$ cat config.mk
export PLATFORM = sky130hd
export DESIGN_NAME = aes_round_tail
export DESIGN_NICKNAME = d
export VERILOG_FILES = /design/src/rtl/aes_round_tail.sv
export SDC_FILE = /design/constraint.sdc
export NUM_CORES = 1
export LEC_CHECK = 0
export BUFFER_PORTS_ARGS = -buffer_cell sky130_fd_sc_hd__buf_2
export CORE_AREA = 2 2 187 207
export CTS_BUF_LIST = sky130_fd_sc_hd__clkbuf_4
export CTS_CLUSTER_SIZE = 10
export DETAILED_ROUTE_END_ITERATION = 10
export DIE_AREA = 0 0 189 209
export MAX_ROUTING_LAYER = met4
export PLACE_DENSITY = 0.91
export SLEW_MARGIN = 15
export SYNTH_ARGS = -nofsm -noshare
export SYNTH_HDL_FRONTEND = slang
export SYNTH_SLANG_ARGS = --single-unit
$ cat constraint.sdc
create_clock -name clk -period 2.75 [get_ports clk]
set_input_delay 0.275 -clock clk [delete_from_list [all_inputs] [get_ports clk]]
set_output_delay 0.275 -clock clk [all_outputs]
set_load 0.02 [all_outputs]
$ cat src/rtl/aes_round_tail.sv
// AES-128 round tail: ShiftRows, MixColumns (bypassed on the final round) and AddRoundKey, 2-cycle pipeline.
// Optional sticky restart/re-arm error output round_err is built when AES_ROUND_TAIL_ERR_EN is defined.
module aes_round_tail #(
  parameter int DATA_LEN   = 128,
  parameter int NUM_ROUNDS = 10,
  parameter int RND_W      = 4
) (
  input  logic                clk,
  input  logic                reset,
  input  logic                start,
  input  logic                valid_in,
  input  logic [DATA_LEN-1:0] data_in,
  input  logic [DATA_LEN-1:0] round_key,
  output logic                valid_out,
  output logic [DATA_LEN-1:0] data_out,
  output logic [RND_W-1:0]    round_out,
  output logic                last_out
`ifdef AES_ROUND_TAIL_ERR_EN
  ,
  output logic                round_err
`endif
);

  localparam logic [RND_W-1:0] LAST_RND = RND_W'(NUM_ROUNDS);
  localparam logic [RND_W-1:0] ONE_RND  = RND_W'(1);

  function automatic logic [7:0] xtime(input logic [7:0] b);
    return {b[6:0], 1'b0} ^ (b[7] ? 8'h1b : 8'h00);
  endfunction

  logic [7:0]          w_sr [16];
  logic [DATA_LEN-1:0] w_sr_flat;
  logic [DATA_LEN-1:0] w_mc_flat;
  logic [RND_W-1:0]    w_tag;

  logic [RND_W-1:0]    r_rnd;
  logic                r_s1_valid;
  logic [DATA_LEN-1:0] r_s1_data;
  logic [DATA_LEN-1:0] r_s1_key;
  logic [RND_W-1:0]    r_s1_rnd;
  logic                r_valid_out;
  logic [DATA_LEN-1:0] r_data_out;
  logic [RND_W-1:0]    r_round_out;
  logic                r_last_out;

  // Byte gi is state element s[gi%4][gi/4]; each generate slice produces one output byte.
  for (genvar gi = 0; gi < 16; gi++) begin : g_byte
    localparam int R   = gi % 4;
    localparam int C   = gi / 4;
    localparam int SRC = 4 * ((C + R) % 4) + R;
    logic [7:0] w_a0, w_a1, w_a2, w_a3;

    assign w_sr[gi] = data_in[DATA_LEN-1-8*SRC -: 8];
    assign w_a0 = w_sr[4*C + R];
    assign w_a1 = w_sr[4*C + (R + 1) % 4];
    assign w_a2 = w_sr[4*C + (R + 2) % 4];
    assign w_a3 = w_sr[4*C + (R + 3) % 4];

    assign w_sr_flat[DATA_LEN-1-8*gi -: 8] = w_sr[gi];
    assign w_mc_flat[DATA_LEN-1-8*gi -: 8] = xtime(w_a0) ^ xtime(w_a1) ^ w_a1 ^ w_a2 ^ w_a3;
  end

  // A start in the same cycle as a beat tags that beat as round 1.
  assign w_tag = start ? ONE_RND : r_rnd;

  always_ff @(posedge clk or negedge reset) begin
    if (!reset) begin
      r_rnd       <= ONE_RND;
      r_s1_valid  <= 1'b0;
      r_s1_data   <= '0;
      r_s1_key    <= '0;
      r_s1_rnd    <= '0;
      r_valid_out <= 1'b0;
      r_data_out  <= '0;
      r_round_out <= '0;
      r_last_out  <= 1'b0;
    end else begin
      if (valid_in) begin
        r_rnd <= (w_tag == LAST_RND) ? ONE_RND : w_tag + ONE_RND;
      end else if (start) begin
        r_rnd <= ONE_RND;
      end

      r_s1_valid <= valid_in;
      if (valid_in) begin
        r_s1_data <= (w_tag == LAST_RND) ? w_sr_flat : w_mc_flat;
        r_s1_key  <= round_key;
        r_s1_rnd  <= w_tag;
      end

      r_valid_out <= r_s1_valid;
      r_last_out  <= r_s1_valid && (r_s1_rnd == LAST_RND);
      if (r_s1_valid) begin
        r_data_out  <= r_s1_data ^ r_s1_key;
        r_round_out <= r_s1_rnd;
      end
    end
  end

  assign valid_out = r_valid_out;
  assign data_out  = r_data_out;
  assign round_out = r_round_out;
  assign last_out  = r_last_out;

`ifdef AES_ROUND_TAIL_ERR_EN
  logic r_round_err;
  logic r_wrapped;
  logic w_err_set;

  // r_wrapped remembers that a final-round beat went in and no start has re-armed the counter since.
  assign w_err_set = (start && (r_s1_valid || r_valid_out)) ||
                     (valid_in && !start && r_wrapped && (r_rnd == ONE_RND));

  always_ff @(posedge clk or negedge reset) begin
    if (!reset) begin
      r_round_err <= 1'b0;
      r_wrapped   <= 1'b0;
    end else begin
      if (w_err_set) begin
        r_round_err <= 1'b1;
      end else if (start) begin
        r_round_err <= 1'b0;
      end

      if (valid_in && (w_tag == LAST_RND)) begin
        r_wrapped <= 1'b1;
      end else if (start) begin
        r_wrapped <= 1'b0;
      end
    end
  end

  assign round_err = r_round_err;
`endif

endmodule

After elaboration in Yosys (flattened, before gate mapping) --
Index checks and enable logic that the tools add are counted.
Storage, ports and cells: register bits 399, bits of input ports 260, output and inout port bits 134, logic and storage cells 114
Cells by class: add/subtract/negate cells 1, equality and inequality tests 2, multiplexer cells 20, bitwise gates (word level) 81, reduce and logical (&&, ||, !) cells 1
Operators with widths (count):
- $xor A8 B8 Y8 | 64
- $mux W128 | 1
- $xor A128 B128 Y128 | 1
- $xor A8 B5 Y8 | 16
- $mux W5 | 16
- $mux W4 | 3
- $eq A4 B4 Y1 const B | 2
- $add A4 B1 Y4 const B | 1
- $logic_and A1 B1 Y1 | 1

Longest topological paths before layout --
Gate-level depths: netlist of run 1.
depth in word-level cells 7, depth in mapped cells 8, depth with buffers taken out 4

Least setup slack after synthesis of run 1 --
No wires, ideal clock.
path kind reg-to-reg, from reg r_rnd[0], to reg r_s1_data[113], setup time 133 ps, data arrival time 1488 ps, required time 2617 ps, path slack 1129 ps, stages on the path, launching flop included 9, path buffers 4, clock period less this slack 1621 ps, path through dfstp_2 > buf_2 > inv_1 > nand3_1 > buf_2 > buf_4 > buf_2 > a2bb2oi_1 > o21ai_0
On the way: word-level cells in the longest chain between the ends 3
RTL lines:
- start: declaration | line 36 | logic [RND_W-1:0] r_rnd;
- start signal: assignment | line 79 | r_rnd <= (w_tag == LAST_RND) ? ONE_RND : w_tag + ONE_RND;
- $mux W4
- $eq A4 B4 Y1 | line 86 | r_s1_data <= (w_tag == LAST_RND) ? w_sr_flat : w_mc_flat;
- $mux W128 | line 86
- end signal: assignment | line 86
- end: declaration | line 38 | logic [DATA_LEN-1:0] r_s1_data;
No other way between the ends. A chain may end at the register's enable or synchronous reset.

Final worst setup path of run 1 --
from reg r_rnd[2], to reg r_s1_data[70]
The elaborated chain is that of the path after synthesis.

==> impl_results.md, run 1 <==
- Net count, final: 2,895
- Residual DRC: 0
- Clk pin slew, worst setup/hold paths: 80 ps
- Die span in y: ~210 um
- Gr ovfl total: 0
- Post-synthesis cell type count: 36
- Max_cap viols: 0
- Maximum vdd ir drop: 0.506 mV
- Setup Skew: between 60 and 70 ps
- Vias after detailed routing: ~19k
- TritonCTS clock tree: yes
- Max-slew violations: 0
- Num rows: 75
- Seq/Total Area, Yosys: 0.482
- Comb pwr share: 0.312
- Fraction of layout cells with a size suffix above 1: 0.266
- Clock Power Share: 0.267
- Clk buf depth: 3
- Rel. slew slack: 0.454
- DR WL/cell: between 20 and 25 um
- Largest net degree at the start of global routing: between 100 and 150
- Chip Width: between 150 and 200 um
- Pwr dens: 696 nW/um^2
- WP data required: 3570 ps
- Syn Inst Count: between 1.5k and 2k
- Unrepaired setup endpoints after global routing: no
- Critical Path AT: 3430 ps
- Period utilization: 0.946
- Switching share of power: 0.365
- CP Launch Type: flip-flop
- Postcts setup bufs: 0
- Crit path time final: 2600 ps
- Yosys reg bits: 399
- Yosys top cell area share: 0.480
- First-pass GRT wire length: 113,000 um
- Final setup fails: 0
- Fmax: 384 MHz
- Worst setup margin: 147 ps
- Reg power frac: 0.421
- Commonest non-fill, non-tap cell in the layout: dfrtp_1
- Num Clock Sinks: 399
- Post-DRT Antenna Nets: 0
- Vias in the first global route: 20.5k
- Place WS: between 600 and 700 ps
- Synth top area cells: dfrtp_1 (48%), xnor2_1 (16%), mux2_2 (7.2%)
- Crit path kind: flip-flop to flip-flop
- Mapped Nets: 2,147
- Least-Margin Pin Slew: 820 ps
- Core area: 37,600 sq um
- Cell taking the most area after synthesis: dfrtp_1
- Initial Util: 0.551
- I/O pins: 394
- P_leak: 12.1 nW
- Worst-Skew Late Latency: roughly 940 ps
- Global-route usage over all layers: 0.379
- P_int: 12.3 mW
- # H-tree levels: 3
- Final Hold Viols: 0
- CP Max Fanout: 19
- Setup TNS: 0 ps
- P&R area growth vs syn: 34.4%
- Net Switching: approximately 7.1 mW
- Die area: 39,500 sq um
- Gpl congestion: 0.894
- Starting DRT DRC Count: 1,761
- Hold Path Class: primary input to flip-flop
- Cell area after synthesis: between 20,000 and 25,000 sq um
- Synth Warn #: 0
- Via density: 5.89
- Final core utilization: 0.741
- WL final: between 70,000 and 80,000 um
- Post-detail-place hpwl: 38,600 um
- Initial antenna violation count: 7
- First-pass detailed-route iteration total: 6
- PortBufs: between 300 and 400
- Status: complete, no violations
- Most frequent cells in the layout: dfrtp_1 (397), buf_2 (391), xnor2_1 (382)
- CTS buffer count: 100
- Endpoint class of the critical path: flip-flop
- CTS Root Buffer Type: clkbuf_4
- Avg Cell Area, Syn: 11.0 sq um
-- power by group through the flow --
stage	clock [mW]	sequential [mW]	combinational, mW
6_report	5.18	8.16	6.06
5_1_grt	5.51	8.21	6.43
4_1_cts	4.99	7.99	5.67
3_5_place_dp	0	8.08	5.00
3_3_place_gp	0	8.02	4.79
2_1_floorplan	0	8.45	2.82
-- stage by stage --
| stage | power (mW) | hold WS (ps) | area, sq um | std cells |
|---|---|---|---|---|
| after CTS | 18.7 | 79.6 | 27800 | 3200 |
| after detailed placement | 13.1 | 311 | 23200 | 2689 |
| after global placement | 12.8 | 316 | 23200 | 2689 |
| after global routing | 20.2 | 124 | 27900 | 3209 |
| after floorplan | 11.3 | -20.6 | 20700 | 1887 |
| final | 19.4 | 117 | 27900 | 3211 |
-- kinds of logic after synthesis --
group	synth area share
flip-flops	0.482
AO/OA/AOI/OAI	0.109
multiplexers	0.0722
buffers and inverters	0.0250
AND/OR/NAND/NOR	0.0614
XOR/XNOR	0.251
-- sequential cells by signal, indices dropped and copies added (netlist names) --
name / flops
data_out: 128
last_out: 1
r_rnd: 4
r_s1_data: 128
r_s1_key: 128
r_s1_rnd: 4
r_s1_valid: 1
round_out: 4
valid_out: 1
-- critical path, stage by stage, from the launching register on --
cell and delay (ps):
dfrtp_1 470, nand4bb_1 320, nor2_4 530, buf_4 340
nand2_1 100, a31oi_1 190, dlygate4sd3_1 580
-- final timing paths --
check / from / endpoint / slack (ps) / cells past startpoint
min in group asynchronous: reset / r_s1_data[1] / 490 / 3
max in group asynchronous: reset / r_s1_key[108] / 870 / 4
worst max-delay path: r_rnd[2] / r_s1_data[70] / 150 / 6
worst min register to register: r_s1_rnd[2] / last_out / 490 / 1
worst max register to register: r_rnd[2] / r_s1_data[70] / 150 / 6
worst min-delay path: data_in[2] / r_s1_data[114] / 120 / 5
-- final cells by class --
type                            instances  area [sq um]
Antenna cell                           10          25.0
Clock buffer                          139          1040
Clock inverter                         29           158
Fill cell                            2105          9750
Inverter                                7          27.5
Multi-Input combinational cell       1368         10300
Sequential cell                       399          9990
Tap cell                              500           626
Timing Repair Buffer                  759          5740
-- what timing repair did --
action,in CTS,in global routing
endpoints found under the setup margin,0,41
hold buffers,343,0
hold endpoints to repair,635,0
gates resized for setup,0,4
-- synthesized netlist by cell type --
| cell type | n |
|---|---|
| dfrtp_1 | 398 |
| xnor2_1 | 382 |
| nor2_1 | 160 |
| nand2_1 | 154 |
| mux2_2 | 132 |
| a21oi_1 | 131 |
| xor2_1 | 117 |
| o21ai_0 | 107 |
| a2bb2oi_1 | 99 |
| clkbuf_1 | 61 |
| buf_2 | 31 |
| xnor3_1 | 27 |
| a31oi_1 | 26 |
| buf_1 | 16 |
| xnor2_2 | 12 |
| inv_1 | 7 |
| and3_1 | 2 |
| buf_4 | 2 |
| buf_6 | 2 |
| clkbuf_2 | 2 |
| nand3_1 | 2 |
| nand3b_1 | 2 |
| nor2b_2 | 2 |
| a211o_1 | 1 |
| a221o_1 | 1 |
| a311o_1 | 1 |
| dfstp_2 | 1 |
| mux2i_1 | 1 |
| nand2_2 | 1 |
| nand4bb_1 | 1 |
| nor2b_1 | 1 |
| nor3b_1 | 1 |
| nor4b_1 | 1 |
| o211ai_1 | 1 |
| o22a_1 | 1 |
| xor3_1 | 1 |
-- per-layer routing --
metal,vias to the layer above,track usage,part of all wire
met5,-,-,0
met4,0,0.249,0.071
met3,429,0.0840,0.083
met2,1354,0.615,0.49
met1,9242,0.419,0.35
li1,7888,-,-
Power figures use the tool's default switching activity.
==> inputs of run 2 (changes only) <==
--- a/config.mk
+++ b/config.mk
@@ -12,7 +12,7 @@
 export DETAILED_ROUTE_END_ITERATION = 10
 export DIE_AREA = 0 0 189 209
 export MAX_ROUTING_LAYER = met4
-export PLACE_DENSITY = 0.91
+export PLACE_DENSITY = 0.9
 export SLEW_MARGIN = 15
 export SYNTH_ARGS = -nofsm -noshare
 export SYNTH_HDL_FRONTEND = slang
==> impl_results.md, run 2 (same netlist as run 1, synthesis figures left out) <==
- Endpoint class of the critical path: flip-flop (unchanged)
- Post-detail-place hpwl: 38,700 um (was 38,600 um)
- Vias in the first global route: 20.8k (was 20.5k)
- Final cell count without fillers: 3,201 (was 3,211)
- Residual DRC: 0 (unchanged)
- First-pass detailed-route iteration total: 6 (unchanged)
- Gr ovfl total: 0 (unchanged)
- Post-DRT Antenna Nets: 0 (unchanged)
- Most frequent cells in the layout: dfrtp_1 (397), buf_2 (391), xnor2_1 (382) (unchanged)
- P_leak: 12.1 nW (about the same)
- Met3 routed WL: 6740 um (was 6070 um)
- CTS resizes: 0 (unchanged)
- Critical Path AT: 3350 ps (was 3430 ps)
- Starting DRT DRC Count: 1,685 (was 1,761)
- Fmax: 380 MHz (was 384 MHz)
- Clk buf depth: 3 (unchanged)
- Final Hold Viols: 0 (unchanged)
- Max_cap viols: 0 (unchanged)
- Worst setup margin: 116 ps (was 147 ps)
- Largest net degree at the start of global routing: 101 (was 141)
- P&R area growth vs syn: 34.1% (was 34.4%)
- Place WS: 748 ps (was 611 ps)
- CP Launch Type: flip-flop (unchanged)
- Fraction of layout cells with a size suffix above 1: 0.269 (was 0.266)
- First-pass GRT wire length: 116,000 um (was 113,000 um)
- Final core utilization: 0.739 (was 0.741)
- Via density: 5.96 (was 5.89)
- Met2 WL post-DR: 36,400 um (was 36,000 um)
- Setup TNS: 0 ps (unchanged)
- Least-Margin Pin Slew: 800 ps (was 820 ps)
- Crit path kind: flip-flop to flip-flop (unchanged)
- Initial Util: 0.551 (unchanged)
- CTS Root Buffer Type: clkbuf_4 (unchanged)
- Crit path time final: 2630 ps (was 2600 ps)
- Num Clock Sinks: 399 (unchanged)
- Max-slew violations: 0 (unchanged)
- Clk pin slew, worst setup/hold paths: 120 ps (was 80 ps)
- DR WL/cell: 23.3 um (was 22.7 um)
- Net count, final: 2,890 (was 2,895)
- Initial antenna violation count: 7 (unchanged)
- Chip Width: 189 um (unchanged)
- CTS buffer count: 103 (was 100)
- Commonest non-fill, non-tap cell in the layout: dfrtp_1 (unchanged)
- Period utilization: 0.958 (was 0.946)
- Gpl congestion: 0.906 (was 0.894)
- Post-Place Cells: 2,689 (unchanged)
- Unrepaired setup endpoints after global routing: no (unchanged)
- CP Max Fanout: 62 (was 19)
- Hold Path Class: primary input to flip-flop (unchanged)
- Status: complete, no violations (unchanged)
- Maximum vdd ir drop: 0.454 mV (was 0.506 mV)
- Core area: 37,600 sq um (unchanged)
- Rel. slew slack: 0.467 (was 0.454)
- Worst-Skew Late Latency: 920 ps (was 940 ps)
- Total Power: 19.5 mW (was 19.4 mW)
- Final Cell Area: 27,800 sq um (was 27,900 sq um)
- Vias after detailed routing: 19.1k (was 18.9k)
- Pwr dens: 702 nW/um^2 (was 696 nW/um^2)
- Die span in y: 209 um (unchanged)
- TritonCTS clock tree: yes (unchanged)
- I/O pins: 394 (unchanged)
- Global-route usage over all layers: 0.392 (was 0.379)
- M1 WL: 25,300 um (was 25,700 um)
- Final setup fails: 0 (unchanged)
- Setup Skew: 88.7 ps (was 61.3 ps)
- Die area: 39,500 sq um (unchanged)
- WL final: 74,700 um (was 72,800 um)
- Top layer reached by signal wires: met4 (unchanged)
- WP data required: 3470 ps (was 3570 ps)
- Num rows: 75 (unchanged)
- Dpl cell area: 23,200 sq um (about the same)
- # H-tree levels: 3 (unchanged)
- Hold WS: 133 ps (was 117 ps)
- PortBufs: 393 (unchanged)
==> run 2: critical path: stages, from the launching register on <==
cell and delay, ps:
dfstp_2 620, inv_1 110, nand3_4 80, buf_4 590, a2bb2oi_1 290, o21ai_0 150, dlygate4sd3_1 610
==> run 2: path summary, 6_finish.rpt <==
kind                                     from            end  slack (ps)  depth (start not counted)
worst min register to register    r_s1_rnd[0]       last_out         500                          1
worst min-delay path            round_key[50]   r_s1_key[50]         130                          3
max in group asynchronous               reset  r_s1_data[56]        1670                          4
worst max register to register       r_rnd[0]  r_s1_data[98]         120                          6
worst max-delay path                 r_rnd[0]  r_s1_data[98]         120                          6
min in group asynchronous               reset   data_out[98]         450                          3
==> run 2: cell type report <==
type / count / area (sq um)
multi-input combinational: 1367 / 10300
sequential: 399 / 9990
fill: 2155 / 9830
timing repair buffer: 752 / 5670
clock buffer: 148 / 1110
tap: 500 / 626
clock inverter: 19 / 106
inverter: 7 / 27.5
antenna: 9 / 22.5
==> run 2: what timing repair did <==
item	in CTS	in global routing
buffers inserted	0	0
hold endpoints to repair	663	0
hold buffers	336	0
==> run 2: where the power goes <==
part	switching (mW)	leakage, nW	total [mW]	internal (mW)
Clock	2.73	0.731	5.26	2.53
Combinational	3.24	6.71	6.09	2.85
Sequential	1.11	4.64	8.17	7.06
==> run 2: metal layers <==
layer,global-route usage,vias up
met4,0.294,0
met2,0.626,1460
met1,0.416,9233
met3,0.107,534
li1,-,7865
met5,-,-
==> inputs of run 3 (changes only) <==
--- a/config.mk
+++ b/config.mk
@@ -7,7 +7,7 @@
 export LEC_CHECK = 0
 export BUFFER_PORTS_ARGS = -buffer_cell sky130_fd_sc_hd__buf_2
 export CORE_AREA = 2 2 187 207
-export CTS_BUF_LIST = sky130_fd_sc_hd__clkbuf_4
+export CTS_BUF_LIST = sky130_fd_sc_hd__clkbuf_8 sky130_fd_sc_hd__clkbuf_16
 export CTS_CLUSTER_SIZE = 10
 export DETAILED_ROUTE_END_ITERATION = 10
 export DIE_AREA = 0 0 189 209
==> impl_results.md, run 3 (same netlist as run 1, synthesis figures left out) <==
- P_leak: 11.2 nW (was 12.1 nW)
- Period utilization: 0.755 (was 0.958)
- Initial antenna violation count: 14 (was 7)
- Chip Width: 189 um (unchanged)
- Clk pin slew, worst setup/hold paths: 60 ps (was 120 ps)
- Net count, final: 2,639 (was 2,890)
- Setup TNS: 0 ps (unchanged)
- Worst-Skew Late Latency: 580 ps (was 920 ps)
- Least-Margin Pin Slew: 764 ps (was 800 ps)
- P&R area growth vs syn: 25.0% (was 34.1%)
- Global-route usage over all layers: 0.325 (was 0.392)
- Via density: 5.78 (was 5.96)
- Setup Skew: 10.8 ps (was 88.7 ps)
- Rel. slew slack: 0.491 (was 0.467)
- Num Clock Sinks: 399 (unchanged)
- WP data required: 3220 ps (was 3470 ps)
- Status: complete, no violations (unchanged)
- Vias in the first global route: 17.8k (was 20.8k)
- Reg2reg start: r_rnd[2] (was r_rnd[0])
- Filler Cells Inserted: 2,473 (was 2,155)
- Final cell count without fillers: 2,907 (was 3,201)
- Initial Util: 0.551 (unchanged)
- WL final: 62,600 um (was 74,700 um)
- Fraction of layout cells with a size suffix above 1: 0.259 (was 0.269)
- Clk buf depth: 3 (unchanged)
- Hold Path Class: primary input to flip-flop (unchanged)
- Most frequent cells in the layout: dfrtp_1 (397), buf_2 (391), xnor2_1 (382) (unchanged)
- Crit path kind: flip-flop to flip-flop (unchanged)
- PortBufs: 393 (unchanged)
- I/O pins: 394 (unchanged)
- Post-DRT Antenna Nets: 0 (unchanged)
- CTS Root Buffer Type: clkbuf_16 (was clkbuf_4)
- Starting DRT DRC Count: 1,357 (was 1,685)
- R2R Setup Slk: 670 ps (was 120 ps)
- Vias after detailed routing: 16.8k (was 19.1k)
- Num rows: 75 (unchanged)
- Worst r2r path cells: 5 (was 6)
- # H-tree levels: 2 (was 3)
- Core area: 37,600 sq um (unchanged)
- TritonCTS clock tree: yes (unchanged)
- CP Max Fanout: 19 (was 62)
- Maximum vdd ir drop: 0.537 mV (was 0.454 mV)
- Gr ovfl total: 0 (unchanged)
- CTS resizes: 0 (unchanged)
- First-pass GRT wire length: 97,900 um (was 116,000 um)
- Post-CTS Hold Buffers: 142 (was 336)
- Die area: 39,500 sq um (unchanged)
- First-pass detailed-route iteration total: 5 (was 6)
- Hold Path Sink: r_s1_data[126] (was r_s1_key[50])
- Residual DRC: 0 (unchanged)
- Final setup fails: 0 (unchanged)
- Unrepaired setup endpoints after global routing: no (unchanged)
- GR Util met1: 0.380 (was 0.416)
- Routing usage on met2: 0.532 (was 0.626)
- CTS buffer count: 46 (was 103)
- Critical Path AT: 2540 ps (was 3350 ps)
- Hold WS: 36.7 ps (was 133 ps)
- Fmax: 482 MHz (was 380 MHz)
- Final Hold Viols: 0 (unchanged)
- Largest net degree at the start of global routing: 101 (unchanged)
- Endpoint class of the critical path: flip-flop (unchanged)
- Busiest grt layer: met2 (unchanged)
- Pwr dens: 733 nW/um^2 (was 702 nW/um^2)
- Die span in y: 209 um (unchanged)
- Max-slew violations: 0 (unchanged)
- DR WL/cell: 21.5 um (was 23.3 um)
- CP Launch Type: flip-flop (unchanged)
- Post-Place Cells: 2,689 (unchanged)
- GRT met3 Usage: 0.0648 (was 0.107)
- RR Endpoint: r_s1_data[34] (was r_s1_data[98])
- Max_cap viols: 0 (unchanged)
- Startpoint of the lowest-slack hold path: data_in[126] (was round_key[50])
- Gpl congestion: 0.906 (unchanged)
- Postcts setup bufs: 0 (unchanged)
- Crit path time final: 2080 ps (was 2630 ps)
- Post-detail-place hpwl: 38,700 um (unchanged)
- Commonest non-fill, non-tap cell in the layout: dfrtp_1 (unchanged)
- Hold path depth: 3 (unchanged)
[run 3: worst max-delay path, stage by stage (launching register included)]
cell	delay (ps)
dfrtp_1	450
nand4bb_1	310
nor2_4	530
buf_4	350
nand2_1	80
a31oi_1	240
[run 3: metal layers]
| layer | share of wire | vias to the layer above | routed length, um |
|---|---|---|---|
| li1 | - | 7297 | - |
| met1 | 0.37 | 8336 | 23100 |
| met2 | 0.50 | 922 | 31500 |
| met3 | 0.077 | 236 | 4810 |
| met4 | 0.052 | 0 | 3250 |
| met5 | 0 | - | 0 |
[run 3: worst max-delay path by stage]
| stage | startpoint | end | cells after the start |
|---|---|---|---|
| after global routing | r_rnd[2] | r_s1_data[34] | 5 |
| after global placement | r_rnd[2] | r_s1_data[70] | 5 |
| after floorplan | r_rnd[0] | r_s1_data[113] | 8 |
| after detailed placement | r_rnd[2] | r_s1_data[70] | 5 |
| after CTS | r_rnd[2] | r_s1_data[70] | 5 |
| final | r_rnd[2] | r_s1_data[34] | 5 |
[run 3: stage by stage]
step / instance area [sq um] / total power [mW] / util / worst slack (ps)
after floorplan: 20700 / 11.3 / - / 1130
after global placement: 23200 / 12.8 / 0.616 / 876
after detailed placement: 23200 / 13.1 / 0.616 / 748
after CTS: 25900 / 18.8 / 0.688 / 737
after global routing: 25900 / 19.8 / 0.689 / 575
final: 25900 / 19.0 / 0.689 / 675
[run 3: where the power goes]
part           leakage [nW]  internal (mW)  switching (mW)  total, mW
Sequential             4.64           7.07            1.02       8.09
Combinational          5.88           2.43            2.91       5.35
Clock                 0.672           3.16            2.40       5.56
[run 3: cell type report]
class,instances,area [sq um],share of cell area
clock buffers,50,1240,0.0478
inverters,7,27.5,0.00106
diodes,14,35.0,0.00135
repair buffers,558,3710,0.143
clock inverters,12,47.5,0.00183
flip-flops and latches,399,9990,0.385
multi-input cells,1367,10300,0.396
well taps,500,626,0.0241
